==> src/rtl/bus_rr_arbiter_pkg.sv <==
// Shared definitions for the round-robin bus arbiter slice.
//   BUS_ARB_ID_W(n) : width of a master index for n masters (at least 1 bit)
//   BUS_ERR_DATA    : read data returned to a master whose request timed out
//   MASTER_*        : conventional master slots (instruction fetch, data memory, debug)
//   arb_state_t     : arbiter grant state (free to re-arbitrate, or holding a grant)

`ifndef BUS_ARB_ID_W
`define BUS_ARB_ID_W(n) (((n) > 1) ? $clog2(n) : 1)
`endif

package bus_rr_arbiter_pkg;

  localparam logic [31:0] BUS_ERR_DATA = 32'hDEAD_BEEF;

  localparam int MASTER_IF   = 0;
  localparam int MASTER_MEM  = 1;
  localparam int MASTER_JTAG = 2;

  typedef enum logic {
    ARB_OPEN,
    ARB_LOCKED
  } arb_state_t;

endpackage

==> src/rtl/bus_arb_id_fifo.sv <==
// Synchronous FIFO holding the master id of every accepted, unanswered request,
// so in-order responses can be steered back to their issuer.
// Ports:
//   clk, rst_n : clock (rising edge), asynchronous active-low reset
//   push, din  : enqueue din (ignored when full)
//   pop        : dequeue the head (ignored when empty)
//   dout       : current head entry
//   full/empty : occupancy flags
//   count      : number of stored entries

module bus_arb_id_fifo
  import bus_rr_arbiter_pkg::*;
#(
  parameter int DEPTH = 2,
  parameter int W     = 2
) (
  input  logic                       clk,
  input  logic                       rst_n,
  input  logic                       push,
  input  logic                       pop,
  input  logic [W-1:0]               din,
  output logic [W-1:0]               dout,
  output logic                       full,
  output logic                       empty,
  output logic [$clog2(DEPTH+1)-1:0] count
);

  localparam int PTR_W = (DEPTH > 1) ? $clog2(DEPTH) : 1;
  localparam int CNT_W = $clog2(DEPTH + 1);

  logic [W-1:0]     mem [DEPTH];
  logic [PTR_W-1:0] wr_ptr;
  logic [PTR_W-1:0] rd_ptr;
  logic             do_push;
  logic             do_pop;

  // Explicit wrap keeps the pointers correct for any depth, including 1.
  function automatic logic [PTR_W-1:0] next_ptr(input logic [PTR_W-1:0] p);
    return (p == PTR_W'(DEPTH - 1)) ? '0 : p + 1'b1;
  endfunction

  assign do_push = push & ~full;
  assign do_pop  = pop & ~empty;
  assign full    = (count == CNT_W'(DEPTH));
  assign empty   = (count == '0);
  assign dout    = mem[rd_ptr];

  always_ff @(posedge clk or negedge rst_n) begin
    if (!rst_n) begin
      wr_ptr <= '0;
      rd_ptr <= '0;
      count  <= '0;
    end else begin
      if (do_push) wr_ptr <= next_ptr(wr_ptr);
      if (do_pop)  rd_ptr <= next_ptr(rd_ptr);
      count <= count + CNT_W'(do_push) - CNT_W'(do_pop);
    end
  end

  // Storage needs no reset: entries are only read once pushed.
  always_ff @(posedge clk) begin
    if (do_push) mem[wr_ptr] <= din;
  end

endmodule

==> src/rtl/bus_rr_arbiter.sv <==
// Round-robin arbiter sharing one slave req/addr_ok/data_ok port among NUM_MASTERS
// masters, with zero added latency on the request and response paths.
// Optional feature: define BUS_ARB_TIMEOUT_EN to enable a response watchdog that
// answers a stalled head request with BUS_ERR_DATA and a one-cycle bus_err pulse.
// Ports:
//   clk, rst_n           : clock (rising edge), asynchronous active-low reset
//   m_req/m_we           : per-master request and write enable
//   m_addr/m_wdata/m_wem : flattened per-master address, write data, byte mask
//   m_addr_ok/m_data_ok  : one-hot (or zero) accept and response strobes
//   m_rdata              : broadcast read data
//   s_req..s_wem         : request towards the slave, muxed from the granted master
//   s_addr_ok/s_data_ok  : slave accept / in-order response
//   s_rdata              : slave read data
//   outst_cnt            : accepted, unanswered requests
//   bus_err              : watchdog timeout pulse (0 without BUS_ARB_TIMEOUT_EN)

module bus_rr_arbiter
  import bus_rr_arbiter_pkg::*;
#(
  parameter int NUM_MASTERS = 3,
  parameter int ADDR_W      = 32,
  parameter int DATA_W      = 32,
  parameter int MASK_W      = 4,
  parameter int MAX_OUTST   = 2,
  parameter int TIMEOUT_CYC = 1024
) (
  input  logic                           clk,
  input  logic                           rst_n,
  input  logic [NUM_MASTERS-1:0]         m_req,
  input  logic [NUM_MASTERS-1:0]         m_we,
  input  logic [NUM_MASTERS*ADDR_W-1:0]  m_addr,
  input  logic [NUM_MASTERS*DATA_W-1:0]  m_wdata,
  input  logic [NUM_MASTERS*MASK_W-1:0]  m_wem,
  output logic [NUM_MASTERS-1:0]         m_addr_ok,
  output logic [NUM_MASTERS-1:0]         m_data_ok,
  output logic [DATA_W-1:0]              m_rdata,
  output logic                           s_req,
  output logic                           s_we,
  output logic [ADDR_W-1:0]              s_addr,
  output logic [DATA_W-1:0]              s_wdata,
  output logic [MASK_W-1:0]              s_wem,
  input  logic                           s_addr_ok,
  input  logic                           s_data_ok,
  input  logic [DATA_W-1:0]              s_rdata,
  output logic [$clog2(MAX_OUTST+1)-1:0] outst_cnt,
  output logic                           bus_err
);

  localparam int ID_W = `BUS_ARB_ID_W(NUM_MASTERS);

  arb_state_t      state, state_next;
  logic [ID_W-1:0] rr_ptr;
  logic [ID_W-1:0] lock_id;
  logic [ID_W-1:0] rr_id;
  logic            rr_valid;
  logic [ID_W-1:0] gnt_id;
  logic            gnt_valid;
  logic [ID_W-1:0] head_id;
  logic            fifo_full;
  logic            fifo_empty;
  logic            handshake;
  logic            resp_valid;
  logic            timeout_hit;
  logic            pop;

  // Scanning downwards and overwriting leaves the first requester after rr_ptr.
  always_comb begin
    int idx;
    idx      = 0;
    rr_id    = '0;
    rr_valid = 1'b0;
    for (int k = NUM_MASTERS; k >= 1; k--) begin
      idx = (int'(rr_ptr) + k) % NUM_MASTERS;
      if (m_req[ID_W'(idx)]) begin
        rr_id    = ID_W'(idx);
        rr_valid = 1'b1;
      end
    end
  end

  // A stalled request keeps its grant; other masters cannot pre-empt it.
  always_comb begin
    gnt_id    = rr_id;
    gnt_valid = rr_valid;
    if (state == ARB_LOCKED) begin
      gnt_id    = lock_id;
      gnt_valid = m_req[lock_id];
    end
  end

  // Full is decided from registered occupancy only, so data_ok never reaches s_req.
  assign s_req     = rst_n & gnt_valid & ~fifo_full;
  assign handshake = s_req & s_addr_ok;
  assign m_addr_ok = handshake ? (NUM_MASTERS'(1) << gnt_id) : '0;

  always_comb begin
    s_we    = 1'b0;
    s_addr  = '0;
    s_wdata = '0;
    s_wem   = '0;
    if (s_req) begin
      s_we    = m_we[gnt_id];
      s_addr  = m_addr[int'(gnt_id)*ADDR_W +: ADDR_W];
      s_wdata = m_wdata[int'(gnt_id)*DATA_W +: DATA_W];
      s_wem   = m_wem[int'(gnt_id)*MASK_W +: MASK_W];
    end
  end

  // A response with nothing outstanding is dropped instead of being routed.
  assign resp_valid = s_data_ok & ~fifo_empty;
  assign pop        = resp_valid | timeout_hit;
  assign m_data_ok  = pop ? (NUM_MASTERS'(1) << head_id) : '0;
  assign m_rdata    = timeout_hit ? DATA_W'(BUS_ERR_DATA) : (resp_valid ? s_rdata : '0);

`ifdef BUS_ARB_TIMEOUT_EN
  localparam int WD_W = $clog2(TIMEOUT_CYC + 1);
  logic [WD_W-1:0] wd_cnt;

  // Fires during the TIMEOUT_CYC-th consecutive cycle spent waiting on the head.
  assign timeout_hit = ~fifo_empty & ~s_data_ok & (wd_cnt == WD_W'(TIMEOUT_CYC - 1));
  assign bus_err     = timeout_hit;

  always_ff @(posedge clk or negedge rst_n) begin
    if (!rst_n) begin
      wd_cnt <= '0;
    end else if (fifo_empty || s_data_ok || timeout_hit) begin
      wd_cnt <= '0;
    end else begin
      wd_cnt <= wd_cnt + 1'b1;
    end
  end
`else
  logic unused_timeout_cfg;
  assign unused_timeout_cfg = (TIMEOUT_CYC > 0);
  assign timeout_hit        = 1'b0;
  assign bus_err            = 1'b0;
`endif

  bus_arb_id_fifo #(
    .DEPTH(MAX_OUTST),
    .W    (ID_W)
  ) u_id_fifo (
    .clk  (clk),
    .rst_n(rst_n),
    .push (handshake),
    .pop  (pop),
    .din  (gnt_id),
    .dout (head_id),
    .full (fifo_full),
    .empty(fifo_empty),
    .count(outst_cnt)
  );

  // rr_ptr starts at the last master so master 0 wins the first arbitration.
  always_ff @(posedge clk or negedge rst_n) begin
    if (!rst_n) begin
      state   <= ARB_OPEN;
      lock_id <= '0;
      rr_ptr  <= ID_W'(NUM_MASTERS - 1);
    end else begin
      state <= state_next;
      if (s_req && !s_addr_ok) lock_id <= gnt_id;
      if (handshake)           rr_ptr  <= gnt_id;
    end
  end

  // A held master that withdraws releases the lock so arbitration resumes.
  always_comb begin
    state_next = state;
    case (state)
      ARB_OPEN:   if (s_req && !s_addr_ok) state_next = ARB_LOCKED;
      ARB_LOCKED: if (handshake || !m_req[lock_id]) state_next = ARB_OPEN;
      default:    state_next = ARB_OPEN;
    endcase
  end

  hold_req_while_locked: assert property (
    @(posedge clk) disable iff (!rst_n) (state == ARB_LOCKED) |-> m_req[lock_id]);

endmodule
==> config.mk <==
export PLATFORM = sky130hd
export DESIGN_NAME = bus_rr_arbiter
export DESIGN_NICKNAME = d
export VERILOG_FILES = /design/src/rtl/bus_rr_arbiter_pkg.sv /design/src/rtl/bus_arb_id_fifo.sv /design/src/rtl/bus_rr_arbiter.sv
export SDC_FILE = /design/constraint.sdc
export NUM_CORES = 1
export LEC_CHECK = 0
export CAP_MARGIN = 10
export CORE_AREA = 2 2 140 142
export CTS_CLUSTER_SIZE = 8
export DETAILED_ROUTE_END_ITERATION = 16
export DIE_AREA = 0 0 142 144
export GPL_TIMING_DRIVEN = 0
export PLACE_DENSITY = 0.61
export SETUP_SLACK_MARGIN = 0.1
export SLEW_MARGIN = 20
export SYNTH_ARGS = -nofsm -noshare
export SYNTH_HDL_FRONTEND = slang
export SYNTH_SLANG_ARGS = --single-unit
==> constraint.sdc <==
create_clock -name clk -period 3 [get_ports clk]
set_input_delay 0.75 -clock clk [delete_from_list [all_inputs] [get_ports clk]]
set_output_delay 0.75 -clock clk [all_outputs]
set_load 0.01 [all_outputs]
**Word-level counts from Yosys, hierarchy flattened**

Memory sizes are Yosys's and may differ from the RTL's.
Index checks and enable logic that the tools add are counted.

- $add $sub $neg: 7
- Multiply operators: 0
- Divide/modulo/power cells: 3
- $lt $le $gt $ge: 5
- Eq/ne operators: 1
- Shifts and indexed selects: 5
- Multiplexer cells: 35
- Bitwise operators: 9
- Reductions and logical operators: 5

Operators with widths:

| kind | count |
|---|---|
| $shiftx A96 B8 Y32 | 2 |
| $mod A32 B3 Y32 const B | 3 |
| $mux W32 | 3 |
| $mux W1 | 19 |
| $lt A2 B4 Y1 const B | 3 |
| $shiftx A12 B5 Y4 | 1 |
| $bmux W1 S2 | 5 |
| $mux W2 | 4 |
| $add A2 B2 Y3 const B | 2 |
| $and A1 B1 Y1 | 6 |
| $lt A2 B3 Y1 const B | 2 |
| $mux W3 | 2 |
| $shl A1 B2 Y3 const A | 2 |
| $mux W4 | 1 |
| $add A2 B1 Y3 const B | 1 |
| $not A1 Y1 | 3 |
| $add A1 B1 Y1 const B | 2 |
| $add A2 B1 Y2 | 1 |
| $eq A2 B2 Y1 const B | 1 |
| $logic_not A1 Y1 | 2 |
| $logic_not A2 Y1 | 1 |
| $pmux W1 S2 | 1 |
| $sub A2 B1 Y2 | 1 |
| $logic_and A1 B1 Y1 | 1 |
| $logic_or A1 B1 Y1 | 1 |

- Flip-flop bits (word level): 9
- Bits in latches: 0
- RAM bits: 4
- ROM bits: 0
- Output and inout bits: 111
- Logic and storage cells: 77
- Memories: 1

Memories:

| memory | words | bits a word | read ports | clocked after memory_dff | write ports | RTL line | RTL |
|---|---|---|---|---|---|---|---|
| u_id_fifo.mem | 2 | 2 | 1 | 0 | 1 | bus_arb_id_fifo.sv:31 | `logic [W-1:0] mem [DEPTH];` |

**Longest topological paths before layout**

- Depth in word-level cells: 15
- Gate-level depth with buffers: 11
- Depth with buffers taken out: 7

**By module**

From an unflattened synthesis, not the netlist that was laid out.

- Cells, all modules: 552
- Area, all modules: 4461.8 µm²

Modules (own cells, without submodules):

| module | times used | cells each | area an instance (µm²) | sequential area each (µm²) |
|---|---|---|---|---|
| bus_rr_arbiter | 1 | 528 | 4119.0 | 126.4 |
| bus_arb_id_fifo | 1 | 24 | 342.8 | 220.2 |

**Least setup slack after synthesis**

No wires, ideal clock.

- Kind: in2out
- From: input port m_req[1]
- To: output port s_addr[22]
- Arrival: 2.280 ns
- Setup slack: -0.030 ns
- Cell stages on the path: 9
- Buffers on the path: 4
- Cell sequence: buf_2 mux2i_1 o221a_4 and3_1 buf_6 buf_8 buf_8 a221oi_2 a211oi_1

- Cells in the longest elaborated chain, start to end: 10

Ends and longest elaborated chain:

| what | RTL line | RTL |
|---|---|---|
| start: declaration | bus_rr_arbiter.sv:29 | `input logic [NUM_MASTERS-1:0] m_req,` |
| branches (longest 9 deep; another with $shiftx A96 B8 Y32) | -- |  |
| $mux W32 (*) | bus_rr_arbiter.sv:101 | `if (s_req) begin` |
| end: declaration | bus_rr_arbiter.sv:39 | `output logic [ADDR_W-1:0] s_addr,` |

Mark *: on every way between the ends. The select of a mux whose other input is x is not followed.

**Worst setup path in the final report**

- From: register rr_ptr[1]
- To: output port s_wem[0]

- Cells in the longest elaborated chain, start to end: 12

Ends and longest elaborated chain:

| what | RTL line | RTL |
|---|---|---|
| start: declaration | bus_rr_arbiter.sv:52 | `logic [ID_W-1:0] rr_ptr;` |
| start signal: assignment | bus_rr_arbiter.sv:159 | `rr_ptr <= ID_W'(NUM_MASTERS - 1);` |
| start signal: assignment | bus_rr_arbiter.sv:163 | `if (handshake) rr_ptr <= gnt_id;` |
| branches (longest 11 deep; another with $mod A32 B3 Y32) | -- |  |
| $mux W4 (*) | bus_rr_arbiter.sv:101 |  |
| end: declaration | bus_rr_arbiter.sv:41 | `output logic [MASK_W-1:0] s_wem,` |

Marks and branches as above.

==> results_dict.tcl <==
set metrics [dict create \
    synth_area_per_cell_um2 8.12 \
    drt-vias-per-instance 5.58 \
    fmax_ghz 0.289 \
    ys_warn_count 0 \
    grt_pass1_vias 6817 \
    fp.dieArea_um2 20400 \
    wl_per_cell_um 22.6 \
    postSynthCellCount 564 \
    internal-power_mw 7.38 \
    endpoint_kind "output port" \
    async_flop_share_pct 69.2 \
    die_w_um 142 \
    synth_edf_count 4 \
    powerDensity_nw_per_um2 1250 \
    crit_type "reg2out" \
    final_cell_mix "clkdlybuf4s50_1 (245), buf_2 (78), mux2i_1 (74)" \
    finalCritPeriodShare_pct 115 \
    drv_slew 0 \
    cts_root_buffer "clkbuf_16" \
    num_rows 51 \
    via_count 6882 \
    p_leak_nw 4.44 \
    finalSetupViolations 73 \
    grt-ovfl-total 0 \
    crit_arrival_ns 2.71 \
    placed_cells 1155 \
    violations "negative setup slack" \
    peakVddDrop_uv 654 \
    fin_total_pwr_mw 14.0 \
    cts.clk_slew.worst_paths_ns 0.05 \
    synth_cell_types 59 \
    drv_cap 0 \
    cts.hold.buffers_added 0 \
    whs_ns 0.368 \
    syn_nets 814 \
    dp_hpwl_um 19300 \
    grt_setup_unrepaired "yes" \
    n_antenna_cell 0 \
    fin_skew_ns 0.00298 \
    p_switching_mw 6.62 \
    status "finished, violations left" \
    tns_ns -28.45 \
    post-route-util_pct 58.6 \
    maxSlewHeadroom_pct 39.1 \
    clkSinkCount 13 \
    gp_congestion 0.865 \
    worstMarginPinSlew_ns 0.914 \
    firstDrtPassIters 5 \
    yosysTopAreaCell "mux2i_1" \
    sequentialPowerShare_pct 2.5 \
    finalHoldViolations 0 \
    cts_buffers 3 \
    antenna_found_initial 1 \
    fin_crit_ns 3.46 \
    coreArea_um2 19100 \
    wl_met2_um 14400 \
    top_layer "met5" \
    synth.area.top_cells "mux2i_1 (16%), o2bb2ai_1 (13%), a221oi_1 (11%)" \
    layout-drive-gt1-share_pct 43.4 \
    io_pins 357 \
    pwr-share-comb_pct 95.6 \
    place_ws_ns -1.49 \
    syn_area_um2 4580 \
    synth_top_area_share_pct 16.2 \
    syn_to_final_growth_pct 144 \
    drt_wl_total_um 27900 \
    required_ns 2.25 \
    route.met3.wl_um 2120 \
    swShare_pct 47.3 \
    design_area_um2 11200 \
    cp-start-kind "register" \
    finalWorstSetupSlack_ns -0.459 \
    synthFlopType "dfrtp_1" \
    die_h_um 144 \
    clk_latency_ns 0.25 \
    finalNetCount 1246 \
    cts_tree "yes" \
    grt_pass1_wl_um 40300 \
    hold_class "in2async" \
    grt_start_max_net_pins 11 \
    power_frac_clock_pct 1.8 \
    critPathMaxFanout 6 \
    io_buffers 353 \
    drc 0 \
    final_common_cell "clkdlybuf4s50_1" \
    track_usage_pct 25.1 \
    instances_no_fill 1233 \
    place_area_um2 8500 \
    yosys_register_bits 13 \
    antenna_left 0 \
    ys_seq_area_share_pct 7.57 \
    start_util_pct 24.0 \
    drtIter0Drc 248 \
    clock_path_buffers 2 \
    h-tree-depth 1 \
    wl_met1_um 10600 \
]
[registers in the layout, indices dropped and copies added, names as in the netlist]
register / cells
u_id_fifo.wr_ptr: 1
state: 1
rr_ptr: 2
u_id_fifo.count: 2
u_id_fifo.mem: 4
u_id_fifo.rd_ptr: 1
lock_id: 2
[cell families (layout without fill, tap and decap cells)]
logic type | Yosys count | in the layout | synth area share, %
XOR/XNOR | 5 | 5 | 0.957
buffers and inverters | 91 | 522 | 11.3
AND/OR/NAND/NOR | 70 | 70 | 8.99
flip-flops | 13 | 13 | 7.57
multiplexers | 75 | 75 | 16.4
adder cells (fa/ha/maj) | 4 | 4 | 1.09
AO/OA/AOI/OAI | 305 | 305 | 53.6
other | 1 | 1 | 0.0819
[power groups by stage]
stage               sequential [mW]  combinational (mW)  clock [mW]
floorplan                     0.326                5.02           0
global placement              0.333                8.12           0
detailed placement            0.337                8.13           0
CTS                           0.350                12.5       0.263
global route                  0.361                14.1       0.273
finish                        0.353                13.4       0.259
[timing repair]
item,in CTS,in global routing
resized for setup,709,71
endpoints found under the hold margin,0,0
setup endpoints to repair,108,73
setup buffers,50,6
pin swaps,68,50
cloned,18,2
[critical path, cell delays in order, from the launching register on]
cell and delay (ns):
dfstp_2 0.58, ha_4 0.22, nor2b_4 0.14, o221a_4 0.30
buf_6 0.12, o221ai_4 0.21, buf_12 0.18, buf_12 0.11
buf_8 0.10, buf_12 0.11, a21oi_4 0.05, a211oi_2 0.16
buf_2 0.17
[final cells by class]
class	count	area (um2)
clock buffer	4	78.8
sequential	13	347
multi-input combinational	460	5120
buffer	77	1060
timing repair buffer	428	4230
inverter	13	56.3
fill	1661	7900
tap	238	298
[metal layers]
| metal | track usage, % | vias to the layer above |
|---|---|---|
| met5 | 0 | - |
| met4 | 6.95 | 2 |
| met3 | 6.69 | 46 |
| met2 | 45.6 | 287 |
| met1 | 29.0 | 3336 |
| li1 | - | 3211 |
[final timing paths]
check	from	to	slack, ns	depth (start not counted)
max in group asynchronous	rst_n	rr_ptr[1]$_DFFE_PN1P_	2.37	1
min reg2reg	u_id_fifo.wr_ptr$_DFFE_PN0P_	u_id_fifo.wr_ptr$_DFFE_PN0P_	0.52	1
min	rst_n	lock_id[1]$_DFFE_PN0P_	0.37	1
min in group clk	u_id_fifo.wr_ptr$_DFFE_PN0P_	u_id_fifo.wr_ptr$_DFFE_PN0P_	0.52	1
max	rr_ptr[1]$_DFFE_PN1P_	s_wem[0]	-0.46	12
max reg2reg	rr_ptr[1]$_DFFE_PN1P_	u_id_fifo.mem[0][1]$_DFFE_PP_	0.42	10
[synthesized netlist by cell type (4+ instances only)]
library cell	instances
edfxtp_1	4
nor3_1	4
and3_1	4
a211oi_2	8
a211oi_1	63
nand2_1	6
buf_2	35
xnor2_1	4
buf_6	12
buf_4	5
a21oi_1	71
nor2_1	5
o2bb2ai_1	69
mux2i_1	74
and2_1	36
inv_1	12
dfrtp_1	8
ha_1	4
clkbuf_1	20
a221oi_1	59
a221oi_2	10
No activity file was read; power rests on OpenSTA's default activity.
